## config.mk

```make
export PLATFORM = sky130hd
export DESIGN_NAME = bin_enc8to3_seq
export DESIGN_NICKNAME = d
export VERILOG_FILES = /design/src/rtl/bin_enc8to3_seq.sv
export SDC_FILE = /design/constraint.sdc
export NUM_CORES = 1
export LEC_CHECK = 0
export ABC_AREA = 1
export CAP_MARGIN = 20
export CORE_ASPECT_RATIO = 0.8
export CORE_UTILIZATION = 58
export CTS_BUF_LIST = sky130_fd_sc_hd__clkbuf_4 sky130_fd_sc_hd__clkbuf_8
export DETAILED_ROUTE_END_ITERATION = 12
export GPL_TIMING_DRIVEN = 0
export HOLD_SLACK_MARGIN = 0.1
export PLACE_DENSITY = 0.87
export SYNTH_ARGS = -nofsm -noshare
export SYNTH_HDL_FRONTEND = slang
export SYNTH_SLANG_ARGS = --single-unit
```

## constraint.sdc

```tcl
create_clock -name clk -period 3.5 [get_ports clk]
set_input_delay 0.525 -clock clk [delete_from_list [all_inputs] [get_ports clk]]
set_output_delay 0.525 -clock clk [all_outputs]
set_load 0.01 [all_outputs]
```

## src/rtl/bin_enc8to3_seq.sv

```systemverilog
// Sequential 8-to-3 encoder: captures a code word and streams the index of each set bit over valid/ready.
// Optional one-hot violation flag enabled by defining BIN_ENC_ONEHOT_CHECK_EN.
module bin_enc8to3_seq #(
  parameter int N         = 8,
  parameter int CW        = 3,
  parameter bit MSB_FIRST = 1'b0
) (
  input  logic          clk,
  input  logic          rst_n,
  input  logic [N-1:0]  bcode,
  input  logic          load,
  output logic [CW-1:0] code,
  output logic          code_valid,
  input  logic          code_ready,
  output logic          code_last,
  output logic          busy,
  output logic          done,
  output logic          zero_word,
  output logic          multi_err
);

  typedef enum logic {S_IDLE, S_SEND} state_t;

  state_t         r_state;
  logic [N-1:0]   r_pending;
  logic [N-1:0]   w_rem;
  logic [CW-1:0]  w_load_sel;
  logic [CW-1:0]  w_rem_sel;
  logic           w_load_one;
  logic           w_rem_one;

  function automatic logic [CW-1:0] f_sel(input logic [N-1:0] w);
    logic [CW-1:0] v_idx;
    logic          v_found;
    v_idx   = '0;
    v_found = 1'b0;
    for (int unsigned i = 0; i < N; i++) begin
      if (MSB_FIRST) begin
        if (w[i]) v_idx = CW'(i);
      end else if (w[i] && !v_found) begin
        v_idx   = CW'(i);
        v_found = 1'b1;
      end
    end
    return v_idx;
  endfunction

  function automatic logic f_onehot(input logic [N-1:0] w);
    return (w != '0) && ((w & (w - N'(1))) == '0);
  endfunction

  // r_pending still contains the bit currently being presented on code.
  always_comb begin
    w_rem      = r_pending & ~(N'(1) << code);
    w_load_sel = f_sel(bcode);
    w_load_one = f_onehot(bcode);
    w_rem_sel  = f_sel(w_rem);
    w_rem_one  = f_onehot(w_rem);
  end

  always_ff @(posedge clk or negedge rst_n) begin
    if (!rst_n) begin
      r_state    <= S_IDLE;
      r_pending  <= '0;
      code       <= '0;
      code_valid <= 1'b0;
      code_last  <= 1'b0;
      busy       <= 1'b0;
      done       <= 1'b0;
      zero_word  <= 1'b0;
    end else begin
      done      <= 1'b0;
      zero_word <= 1'b0;
      case (r_state)
        S_IDLE: begin
          if (load) begin
            if (bcode == '0) begin
              zero_word <= 1'b1;
            end else begin
              r_pending  <= bcode;
              code       <= w_load_sel;
              code_last  <= w_load_one;
              code_valid <= 1'b1;
              busy       <= 1'b1;
              r_state    <= S_SEND;
            end
          end
        end
        S_SEND: begin
          if (code_ready) begin
            if (code_last) begin
              r_pending  <= '0;
              code       <= '0;
              code_valid <= 1'b0;
              code_last  <= 1'b0;
              busy       <= 1'b0;
              done       <= 1'b1;
              r_state    <= S_IDLE;
            end else begin
              r_pending <= w_rem;
              code      <= w_rem_sel;
              code_last <= w_rem_one;
            end
          end
        end
        default: r_state <= S_IDLE;
      endcase
    end
  end

`ifdef BIN_ENC_ONEHOT_CHECK_EN
  always_ff @(posedge clk or negedge rst_n) begin
    if (!rst_n) begin
      multi_err <= 1'b0;
    end else if (r_state == S_IDLE && load) begin
      multi_err <= (bcode & (bcode - N'(1))) != '0;
    end
  end
`else
  assign multi_err = 1'b0;
`endif

endmodule

```

== Word level (Yosys, flattened, before mapping) ==
Index checks and enable logic that the tools add are counted.
Word-level totals
  logic and storage cells: 115
  RAM bits: 0
  output and inout bits: 9
  latch bits: 0
  bits of input ports: 12
  register bits: 16
  memory bits (read-only): 0
  memories: 0
Cells by class
  shifts and indexed selects: 1
  add/sub/neg operators: 2
  bitwise logic cells: 5
  order comparisons: 0
  reductions and logical operators: 37
  multiplexer cells: 59
  div/mod/pow operators: 0
  equal/unequal tests: 4
  multiply operators: 0
Operators with widths (count)
  3-bit 2-to-1 mux: 15
  1-bit 2-to-1 mux: 34
  8-bit 2-to-1 mux: 4
  8-bit AND: 3
  8-bit zero test: 3
  1-bit logical AND: 16
  8-bit case mux with 2 select lines: 1
  8-bit nonzero test: 2
  8-bit by 1-bit subtractor with 8-bit output (second input constant): 2
  1-bit zero test: 14
  2-bit inequality test (second input constant): 4
  8-bit NOT: 1
  1-bit by 3-bit left shift with 8-bit output (first input constant): 1
  1-bit case mux with 2 select lines: 3
  3-bit case mux with 2 select lines: 1
  4-bit AND reduction: 1
  3-bit AND reduction: 1
  2-bit 2-to-1 mux: 1
  1-bit NOT: 1

== Logic depth before layout (Yosys ltp) ==
Gate-level depths: netlist (run 1).
  depth in word-level cells: 28
  mapped depth: 11
  gate-level depth less buffers: 11

== Least setup slack after synthesis (run 1) ==
No wires, ideal clock.
  path type: input port to flip-flop
  start point: input port bcode[2]
  end point: register code[0]
  data arrival time: 1.323 ns
  required time: 3.376 ns
  library setup time: 0.124 ns
  path slack: 2.053 ns
  stages: 9
  path through: nor2_1 > nand2_1 > nor2_1 > inv_2 > nand3_2 > nand2_2 > buf_2 > nor2_1 > a21oi_1
On the way
  longest elaborated chain between the ends: 20
  elaborated cells on any way between the ends: 28
  those cells by class: 1 x eq/ne; 14 x mux; 13 x reduce/logical
RTL lines
  from (decl): RTL line 10  | input logic [N-1:0] bcode,
  1-bit logical AND: RTL line 40  | end else if (w[i] && !v_found) begin
  1-bit 2-to-1 mux: RTL line 40
  1-bit zero test: RTL line 40
  1-bit logical AND: RTL line 40
  1-bit 2-to-1 mux: RTL line 40
  1-bit zero test: RTL line 40
  1-bit logical AND: RTL line 40
  1-bit 2-to-1 mux: RTL line 40
  [4 not listed]
  1-bit logical AND: RTL line 40
  1-bit 2-to-1 mux: RTL line 40
  1-bit zero test: RTL line 40
  1-bit logical AND: RTL line 40
  3-bit 2-to-1 mux: RTL line 40
  3-bit 2-to-1 mux: RTL line 77  | if (bcode == '0) begin
  3-bit 2-to-1 mux: RTL line 76  | if (load) begin
  3-bit case mux with 2 select lines: RTL line 74  | case (r_state)
  to (signal assigned): RTL line 81  | code <= w_load_sel;
  to (signal assigned): RTL line 101  | code <= w_rem_sel;
  to (decl): RTL line 12  | output logic [CW-1:0] code,
Parallel ways exist; a longest one is shown, timed or not. The select of a mux whose other input is x is not followed.
A chain may end at the register's enable or synchronous reset.

== Final worst setup path (run 1) ==
  start point: register code[1]
  end point: output port code[1]
No word-level cell between the ends.

==> metrics.md, run 1 <==
| Metric | Value |
|---|---|
| Clock sinks | 16 |
| CTS tree | built |
| GPL Wtd Cong | 0.900 |
| Max-cap viol count | 0 |
| Worst hold stages | 2 |
| Clk slew on worst S/H paths | 0.09 ns |
| Worst r2r src | code[1]$_DFFE_PN0P_ |
| Setup_tns | 0 ns |
| P_leak | 0.736 nW |
| Reg2reg path depth | 11 |
| Syn Area/Cell | 6.36 um^2 |
| Setup CP Type | reg2out |
| Antenna violations before repair | 0 |
| Core Region | 1890 um^2 |
| Hold Vio Cnt, Final | 0 |
| Post-synthesis cell count | 184 |
| RSZ-0062 raised after global routing | false |
| Critical Path RT | 2.97 ns |
| Vias in the first global route | 1,201 |
| # Post-CTS Setup Buffers | 0 |
| Critical path cell sequence | clkdlybuf4s50_1 |
| Inserted Clock Buffers | 3 |
| Root buffer selected by CTS | clkbuf_4 |
| Final core area utilization | 74.7% |
| Worst skew pair latency | 0.28 ns |
| Total design power | 1.17 mW |
| Share of cells above drive strength 1 | 13.1% |
| Hold Path Class | reg2reg |
| Min Clock Period, post-route | 1.88 ns |
| Final period util | 53.8% |
| First-pass GRT wire length | 5.18 mm |
| Final wirelength | 3.10 mm |
| Vias | 1,283 |
| Startpoint types | register |
| Syn nets | 196 |
| Layout area overhead | 20.7% |
| H-tree levels | 1 |
| Slew Limit Fails | 0 |
| Setup WS post-layout | 1.62 ns |
| Max Fanout on Critical Path | 8 |
| Inserted Diodes | 0 |
| Number of detailed-route iterations in the first pass | 4 |
| Max Fclk | 0.531 GHz |
| Inst Count DP | 227 |
| Post-Place Worst Slack | 1.37 ns |
| CP max stage cell | clkdlybuf4s50_1 |
| R2R Setup Slk | 1.93 ns |
| VDD IR-drop max | 508 uV |
| CTS max path bufs | 2 |
| Ys Warns | 0 |
| Data arrival, critical path | 1.36 ns |
| Worst path bufs/invs | 1 |
| Synth Area in Compound Gates | 14.8% |
| Status | finished clean |
| Dpl hpwl | 2.37 mm |
| DRT iter0 DRCs | 58 |
| Die Area | 2200 um^2 |
| Mux cell area share after synthesis | 0% |
| Largest family of logic cells by synthesized area | simple AND/OR/NAND/NOR gates |
| Sequential area share after synthesis | 34.2% |
| Final setup viols | 0 |
| Post-route ant nets | 0 |
| Fin Clk Skew | 0.000949 ns |
| Total GRT Usage | 32.3% |
| Least-Margin Pin Slew | 0.738 ns |
| Post-Synth Simple-Gate Area | 40.0% |
| Power Density | 826 nW/um^2 |
| Hold buffers post-CTS | 0 |
| Port Buf Inserts | 19 |
| Worst R2R End | code_last$_DFFE_PN0P_ |
| DRC viols | 0 |
| DR vias/cell | 5.58 |
| Max stage delay on crit path | 0.59 ns |
| Crit path max-delay family | buffers and inverters |
| Worst slew margin | 50.6% |
| Nets | 220 |
| I/O pin cnt | 21 |
| Cell Rows | 14 |
| Crit path capture type | output port |
| Initial core utilization | 61.8% |
| Number of synthesized register bits | 16 |
| Largest net degree at the start of global routing | 17 |
| Min-Delay Endpoint | r_pending[7]$_DFFE_PN0P_ |
| Die Wd | 52.2 um |
| Avg WL per Cell | 13.5 um |
| Min-delay src | r_pending[7]$_DFFE_PN0P_ |
| Post-CTS sizing | 0 |
| Die height | 42.2 um |
| GR Overflow Total | 0 |
| XOR/XNOR share of the synthesized area | 0% |
| Synth cell types | 24 |
| Mapped cell area | 1170 um^2 |
| Adder-cell area share of the yosys netlist | 0% |
| Final Non-Filler Cells | 230 |
| Fillers | 156 |
layout by cell type (no fill, tap or decap), drive strengths merged:
master,instances
a21oi,9
a31oi,1
buf,4
clkbuf,4
clkdlybuf4s50,19
conb,1
dfrtp,16
inv,24
nand2,66
nand3,16
nand4,1
nor2,25
o211ai,1
o21ai,9
o21bai,1
o22ai,8
o31ai,1
routing by layer:
layer / part of all wire (%) / track usage [%] / up-vias
met3: 6.9 / 5.80 / 4
met5: 0 / 0 / -
li1: - / - / 633
met4: 0.55 / 6.84 / 0
met1: 45 / 44.6 / 574
met2: 47 / 52.8 / 72
worst reg2reg max path, stage by stage, from the launching register on:
cell and delay (ns):
dfrtp_1 0.47, inv_1 0.11, nand3_1 0.11, nand2_2 0.13, nand2_2 0.12, inv_2 0.09, nand2_2 0.05, nand2_1 0.06
nand3_1 0.07, nor2_1 0.10, nand2_1 0.09, a21oi_2 0.11
sequential cells by signal, summed over array words and instances, names as in the netlist:
signal     flops
r_pending      8
code           3
busy           1
code_last      1
done           1
r_state        1
zero_word      1
report_power, final:
part	leakage (nW)	internal [mW]	total [mW]	switching, mW
sequential	0.201	0.259	0.340	0.0809
clock	0.0138	0.0399	0.0950	0.0550
combinational	0.521	0.283	0.733	0.449
stage by stage:
| step | hold slack (ns) | cell area [um^2] |
|---|---|---|
| after floorplan | 0.229 | 1170 |
| final | 0.478 | 1410 |
| after CTS | 0.482 | 1410 |
| after global routing | 0.518 | 1410 |
| after detailed placement | 0.460 | 1390 |
| after global placement | 0.466 | 1390 |
cell families (layout without fill, tap and decap cells):
family / count (synthesis) / after routing
buffers and inverters: 29 / 51
and+or+nand+nor: 108 / 108
AOI/OAI and AO/OA: 30 / 30
other: 1 / 1
DFF: 16 / 16
cell usage after synthesis:
| cell type | instances | area (um^2) |
|---|---|---|
| a21oi_2 | 1 | 8.76 |
| buf_4 | 2 | 15.0 |
| conb_1 | 1 | 3.75 |
| dfrtp_1 | 16 | 400 |
| nand2_2 | 9 | 56.3 |
| nand3_1 | 14 | 70.1 |
| inv_1 | 19 | 71.3 |
| nand4_1 | 1 | 6.26 |
| o31ai_1 | 1 | 7.51 |
| nor2_2 | 3 | 18.8 |
| buf_2 | 1 | 5.00 |
| clkbuf_1 | 1 | 3.75 |
| buf_6 | 1 | 11.3 |
| o211ai_1 | 1 | 7.51 |
| o22ai_1 | 8 | 50.1 |
| a31oi_1 | 1 | 6.26 |
| nand2_1 | 57 | 214 |
| nor2_1 | 22 | 82.6 |
| o21ai_0 | 8 | 40.0 |
| o21ai_1 | 1 | 5.00 |
| inv_2 | 5 | 18.8 |
| o21bai_1 | 1 | 7.51 |
| nand3_2 | 2 | 20.0 |
| a21oi_1 | 8 | 40.0 |
final cells by class:
type	count	area, um^2	area share, %
Multi-Input combinational cell	139	644	45.6
Timing Repair Buffer	19	190	13.5
Clock buffer	3	22.5	1.59
Inverter	24	90.1	6.38
Tap cell	24	30.0	2.13
Sequential cell	16	400	28.3
Buffer	5	35.0	2.48
how the worst max path moves through the flow:
stage,depth (start not counted),slack [ns],endpoint,startpoint
after floorplan,9,2.05,code[0]$_DFFE_PN0P_,bcode[2]
after global placement,11,1.43,code[0]$_DFFE_PN0P_,bcode[6]
after detailed placement,11,1.37,code[0]$_DFFE_PN0P_,bcode[5]
after CTS,1,1.63,code[0],code[0]$_DFFE_PN0P_
after global routing,11,1.51,code[2]$_DFFE_PN0P_,bcode[1]
final,1,1.62,code[1],code[1]$_DFFE_PN0P_
(Power assumes the default switching activity.)
==> run 2, diff against run 1 <==
--- a/config.mk
+++ b/config.mk
@@ -8,12 +8,12 @@
 export ABC_AREA = 1
 export CAP_MARGIN = 20
 export CORE_ASPECT_RATIO = 0.8
-export CORE_UTILIZATION = 58
+export CORE_UTILIZATION = 49
 export CTS_BUF_LIST = sky130_fd_sc_hd__clkbuf_4 sky130_fd_sc_hd__clkbuf_8
 export DETAILED_ROUTE_END_ITERATION = 12
 export GPL_TIMING_DRIVEN = 0
 export HOLD_SLACK_MARGIN = 0.1
-export PLACE_DENSITY = 0.87
+export PLACE_DENSITY = 0.78
 export SYNTH_ARGS = -nofsm -noshare
 export SYNTH_HDL_FRONTEND = slang
 export SYNTH_SLANG_ARGS = --single-unit
==> constraint.sdc (replaced) <==
create_clock -name clk -period 1.6 [get_ports clk]
set_input_delay 0.24 -clock clk [delete_from_list [all_inputs] [get_ports clk]]
set_output_delay 0.24 -clock clk [all_outputs]
set_load 0.01 [all_outputs]
==> run 2 against run 1 <==
  * Via count grew 2.4%
  * Cell count grew 3.5%
  * Sequential power grew 130%
  * Clock skew grew 0.0077 ns
  * Global-route usage shrank 6.2 points
  * Die area grew 18%
  * Critical path depth grew 10
  * Register-to-register slack lost 1.9 ns
  * Cell area grew 9.1%
  * Sequential share of layout area shrank 2.1 points
==> metrics.md, run 2 (synthesis gave the netlist of run 1 again) <==
| Metric | Value |
|---|---|
| Crit path capture type | register |
| Antenna violations before repair | 0 (unchanged) |
| Total GRT Usage | 26.1% (-6.2 points) |
| Inserted Diodes | 0 (unchanged) |
| Initial core utilization | 53.3% (-8.6 points) |
| Power Density | 1830 nW/um^2 (+120%) |
| First-pass GRT wire length | 5.04 mm (-2.7%) |
| Worst r2r src | code[0]$_DFFE_PN0P_ |
| Worst slew margin | 53.2% (+2.5 points) |
| CTS max path bufs | 2 (unchanged) |
| Worst R2R End | code_last$_DFFE_PN0P_ |
| RSZ-0062 raised after global routing | true |
| Biggest register | r_pending |
| Hold Vio Cnt, Final | 0 (unchanged) |
| Startpoint types | register |
| Slew Limit Fails | 0 (unchanged) |
| Max reg flops | 8 (unchanged) |
| Dpl hpwl | 2.48 mm (+4.8%) |
| Leading cell type in the layout, fill and taps excluded | nand2_1 |
| Layout area overhead | 31.8% |
| Setup CP Type | reg2reg |
| R2R Setup Slk | 0.02 ns (-1.91 ns) |
| Min Clock Period, post-route | 1.58 ns |
| Data arrival, critical path | 1.81 ns (+0.45 ns) |
| Avg WL per Cell | 14.1 um (+4.4%) |
| Final setup viols | 0 (unchanged) |
| CTS tree | built |
| Clock sinks | 16 (unchanged) |
| DRT iter0 DRCs | 88 (+52%) |
| Total design power | 2.83 mW (+140%) |
| H-tree levels | 1 (unchanged) |
| Setup WS post-layout | 0.0166 ns (-1.60 ns) |
| Post-route ant nets | 0 (unchanged) |
| Worst skew pair latency | 0.29 ns (about the same) |
| Final wirelength | 3.35 mm (+8.0%) |
| Commonest cells after routing, fill and taps aside | 53 x nand2_1, 18 x nor2_1, 17 x inv_1, 14 x nand3_1 |
| Status | finished clean |
| Hold buffers post-CTS | 0 (unchanged) |
| Least-Margin Pin Slew | 0.701 ns (-0.0378 ns) |
| Reg2reg path depth | 11 (unchanged) |
| I/O pin cnt | 21 (unchanged) |
| Final instance area | 1540 um^2 (+9.1%) |
| Vias | 1,314 (+2.4%) |
| Largest net degree at the start of global routing | 17 (unchanged) |
| Root buffer selected by CTS | clkbuf_4 |
| Biggest regs | r_pending (8), code (3) |
| Final core area utilization | 70.2% (-4.5 points) |
| Fin Hold WS | 0.355 ns (-0.123 ns) |
| GR Overflow Total | 0 (unchanged) |
| Hold Path Class | in2async |
| Fin Clk Skew | 0.00867 ns (+0.00773 ns) |
| DR vias/cell | 5.52 (-1.0%) |
| Max Fclk | 0.632 GHz |
| Clk slew on worst S/H paths | 0.10 ns (about the same) |
| Max Fanout on Critical Path | 8 (unchanged) |
| Vias in the first global route | 1,162 (-3.2%) |
| Port Buf Inserts | 19 (unchanged) |
| Inserted Clock Buffers | 3 (unchanged) |
| Nets | 226 (+2.7%) |
| Placed cell area | 1390 um^2 (about the same) |
| Share of cells above drive strength 1 | 22.1% (+9.0 points) |
| VDD IR-drop max | 1140 uV (+120%) |
| DRC viols | 0 (unchanged) |
| Core Region | 2200 um^2 (+16%) |
| Final period util | 99.0% |
| Die Area | 2590 um^2 (+18%) |
| Number of detailed-route iterations in the first pass | 4 (unchanged) |
| P_leak | 0.834 nW (+13%) |
| Max-cap viol count | 0 (unchanged) |
| Die Wd | 56.6 um (+8.5%) |
| Critical Path RT | 1.82 ns (-1.15 ns) |
| GPL Wtd Cong | 0.919 (+2.1%) |
| Die height | 45.7 um (+8.4%) |
| Cell Rows | 15 (+1) |
| Post-Place Worst Slack | -0.299 ns (-1.67 ns) |
## run 2: worst max-delay path, cell delays in order (launching register included)
cell     delay [ns]
dfrtp_2        0.48
nor2_2         0.14
nand2_1        0.10
nand2_4        0.10
nand2_4        0.08
inv_2          0.08
nand2_2        0.05
nand2_1        0.06
nand3_1        0.08
nor2_1         0.10
nand2_1        0.10
a21oi_2        0.12
## run 2: routing by layer
layer  vias to the layer above  global-route usage [%]  routed length [um]
met2                        49                    45.6                1580
met1                       612                    32.5                1520
met4                         0                    10.7                  55
met5                         -                       0                   0
met3                         8                    4.83                 197
li1                        645                       -                   -
## run 2: where the power goes
group	switching, mW	internal (mW)	total (mW)
Sequential	0.202	0.574	0.775
Combinational	1.06	0.714	1.78
Clock	0.135	0.139	0.273
Total	1.40	1.43	2.83
## run 2: how the worst max path moves through the flow
stage,from,to,slack (ns),cells after the start
finish,code[0]$_DFFE_PN0P_,code_last$_DFFE_PN0P_,0.02,11
global route,code[0]$_DFFE_PN0P_,code_last$_DFFE_PN0P_,-0.06,11
CTS,code[2]$_DFFE_PN0P_,code[2],0.006,1
detailed placement,bcode[2],code[1]$_DFFE_PN0P_,-0.30,10
global placement,bcode[1],code[1]$_DFFE_PN0P_,-0.22,10
floorplan,code[0]$_DFFE_PN0P_,code_last$_DFFE_PN0P_,0.24,11
## run 2: cell type report
cell class / instances / area, um^2
multi-input combinational: 139 / 694
fill: 193 / 654
sequential: 16 / 404
timing repair buffer: 25 / 250
inverter: 24 / 90.1
clock buffer: 4 / 36.3
buffer: 5 / 35.0
tap: 25 / 31.3
## run 2: timing repair
action / 4_1_cts / 5_1_grt
setup buffers: 0 / 6
pin swaps: 0 / 10
endpoints found under the setup margin: 3 / 13
gates resized for setup: 3 / 24
hold endpoints to repair: 0 / 0
## run 2: metrics by stage
step,cells,TNS [ns]
3_3_place_gp,228,-1.67
3_5_place_dp,228,-2.49
6_report,238,0
5_1_grt,238,-0.150
2_1_floorplan,184,0
4_1_cts,232,0
==> run 3, diff against run 2 <==
--- a/config.mk
+++ b/config.mk
@@ -11,6 +11,7 @@
 export CORE_UTILIZATION = 49
 export CTS_BUF_LIST = sky130_fd_sc_hd__clkbuf_4 sky130_fd_sc_hd__clkbuf_8
 export DETAILED_ROUTE_END_ITERATION = 12
+export GPL_ROUTABILITY_DRIVEN = 1
 export GPL_TIMING_DRIVEN = 0
 export HOLD_SLACK_MARGIN = 0.1
 export PLACE_DENSITY = 0.78
==> results of run 3 <==
No change in the layout: final DEF, timing and power equal those of run 2.
==> RTL change, RTL diff (settings of run 3) <==
Build with the macro `BIN_ENC_ONEHOT_CHECK_EN` defined.
--- a/src/rtl/bin_enc8to3_seq.sv
+++ b/src/rtl/bin_enc8to3_seq.sv
@@ -1,4 +1,6 @@
 // Sequential 8-to-3 encoder: captures a code word and streams the index of each set bit over valid/ready.
 // Optional one-hot violation flag enabled by defining BIN_ENC_ONEHOT_CHECK_EN.
+`define BIN_ENC_ONEHOT_CHECK_EN
+
 module bin_enc8to3_seq #(
   parameter int N         = 8,
Check against the original RTL: not equivalent (a bounded check fails within 4 cycles, from zero or initial values and one cycle with rst_n low).
==> RTL change against run 3 <==
The run now ends with negative setup slack left. Core utilization up 3.5 points. Wire length up 4.2%. Combinational power increased by 11%. Design area rose by 8.5%. Largest power group unchanged. Total power grew 6.0%. Synthesized area is 6.3% higher. Worst setup slack worse by 0.051 ns. Non-clock buffer count is 6 higher. Count of clock-buffer cells in the layout decreased by 1. Sequential cell count grew 1. Via count is 6.8% higher. Final cell count up 8.0%.
==> RTL change: results (changes against run 3) <==
| Metric | Value |
|---|---|
| Area contributors post-synth | `dfrtp_1 34%, nand2_1 18%, nand3_1 7.6% (was dfrtp_1 34%, nand2_1 18%, nor2_1 7.1%)` |
| Met2 Use GR | `41.1% (was 45.6%)` |
| GR Util met3 | `6.34% (was 4.83%)` |
| Vias in the first global route | `1142 (was 1162)` |
| Sequential share of the synthesized area | `34.2% (about the same)` |
| Sequential power | `0.773 mW (was 0.775 mW)` |
| Hold Path Class | `in -> reg (was in -> async)` |
| Clock tree buffer depth | `2 (unchanged)` |
| Routed wire length | `3490 um (was 3350 um)` |
| Avg Cell Area, Syn | `6.69 sq um (was 6.36 sq um)` |
| Largest net degree at the start of global routing | `18 (was 17)` |
| First-pass GRT wire length | `5380 um (was 5040 um)` |
| Port buffer count | `20 (was 19)` |
| Via-to-Cell Ratio | `5.46 (was 5.52)` |
| Final Skew | `0.00304 ns (was 0.00867 ns)` |
| DRT iter0 DRCs | `78 (was 88)` |
| Final Worst Setup Slack | `-0.0340 ns (was 0.0166 ns)` |
| Detailed Place HPWL | `2530 um (was 2480 um)` |
| Total power | `2.99 mW (was 2.83 mW)` |
| RePlAce Congestion | `0.911 (was 0.919)` |
| Total Routing Usage GR | `27.3% (was 26.1%)` |
| DR pass1 iterations | `4 (unchanged)` |
| Slew HR | `48.1% (was 53.2%)` |
| Placed Area | `1490 sq um (was 1390 sq um)` |
| Internal Power | `1.51 mW (was 1.43 mW)` |
| Met1 GRT Util | `38.6% (was 32.5%)` |
| Share of cells above drive strength 1 | `24.2% (was 22.1%)` |
| Met1 WL | `1560 um (was 1520 um)` |
| Setup violators final | `2 (was 0)` |
| DR WL met2 | `1540 um (was 1580 um)` |
| Post-Syn Nets | `198 (was 196)` |
| Maximum vdd ir drop | `1.08 mV (was 1.14 mV)` |
| Fill count | `180 (was 193)` |
| Wire length on met3 | `332 um (was 197 um)` |
| Post-synth cell types | `27 (was 24)` |
| Failing checks | `negative setup slack` |
| Setup WS pre-CTS | `-0.253 ns (was -0.299 ns)` |
| Setup TNS | `-0.0483 ns (was 0 ns)` |
| CP max stage delay | `0.45 ns (was 0.48 ns)` |
| Non-Filler Instances | `257 (was 238)` |
| Crit path from | `code[1]$_DFFE_PN0P_ (was code[0]$_DFFE_PN0P_)` |
| Outcome | `complete, but fails checks (was completed)` |
| Max FO, Critical Path | `5 (was 8)` |
| P_leak | `0.893 nW (was 0.834 nW)` |
==> RTL change: cell types whose count changed after synthesis, sizes merged, moves of 2 or more <==
cell          run 3  this run
a21oi             9         4
nand3            16        21
nand2            66        70
buf               4         2
nor2             25        23
==> RTL change: kinds of logic after synthesis <==
| group | after synthesis | synth area share (%) |
|---|---|---|
| buf+inv | 26 | 8.95 |
| compound gates | 26 | 12.5 |
| flops | 17 | 34.2 |
| simple gates | 117 | 44.4 |
==> RTL change: cell type report <==
| cell class | count | area [sq um] | share of cell area, % |
|---|---|---|---|
| multi-input cells | 143 | 747 | 44.7 |
| inverters | 23 | 91.3 | 5.46 |
| plain buffers | 3 | 22.5 | 1.35 |
| clock inverters | 1 | 5.00 | 0.299 |
| well taps | 34 | 42.5 | 2.54 |
| flip-flops and latches | 17 | 429 | 25.7 |
| repair buffers | 33 | 313 | 18.7 |
| clock buffers | 3 | 22.5 | 1.35 |
==> RTL change: final timing paths <==
kind | cells past startpoint | endpoint
setup / recovery | 12 | code[2]$_DFFE_PN0P_
hold / removal | 3 | r_pending[2]$_DFFE_PN0P_
setup reg to reg | 12 | code[2]$_DFFE_PN0P_
hold reg to reg | 2 | r_pending[3]$_DFFE_PN0P_
max in group asynchronous | 1 | code[1]$_DFFE_PN0P_
min in group asynchronous | 1 | r_pending[5]$_DFFE_PN0P_
==> RTL change: stage by stage <==
| stage | hold WS (ns) | util (%) |
|---|---|---|
| floorplan | -0.0556 | - |
| detailed placement | 0.482 | 65.5 |
| CTS | 0.416 | 66.8 |
| global route | 0.328 | 73.7 |
| finish | 0.324 | 73.7 |
| global placement | 0.464 | 65.5 |
==> RTL change: repair_timing <==
action,in CTS,in global routing
gates resized for setup,3,18
buffers inserted,0,13
pin swaps,0,9
setup endpoints to repair,4,13
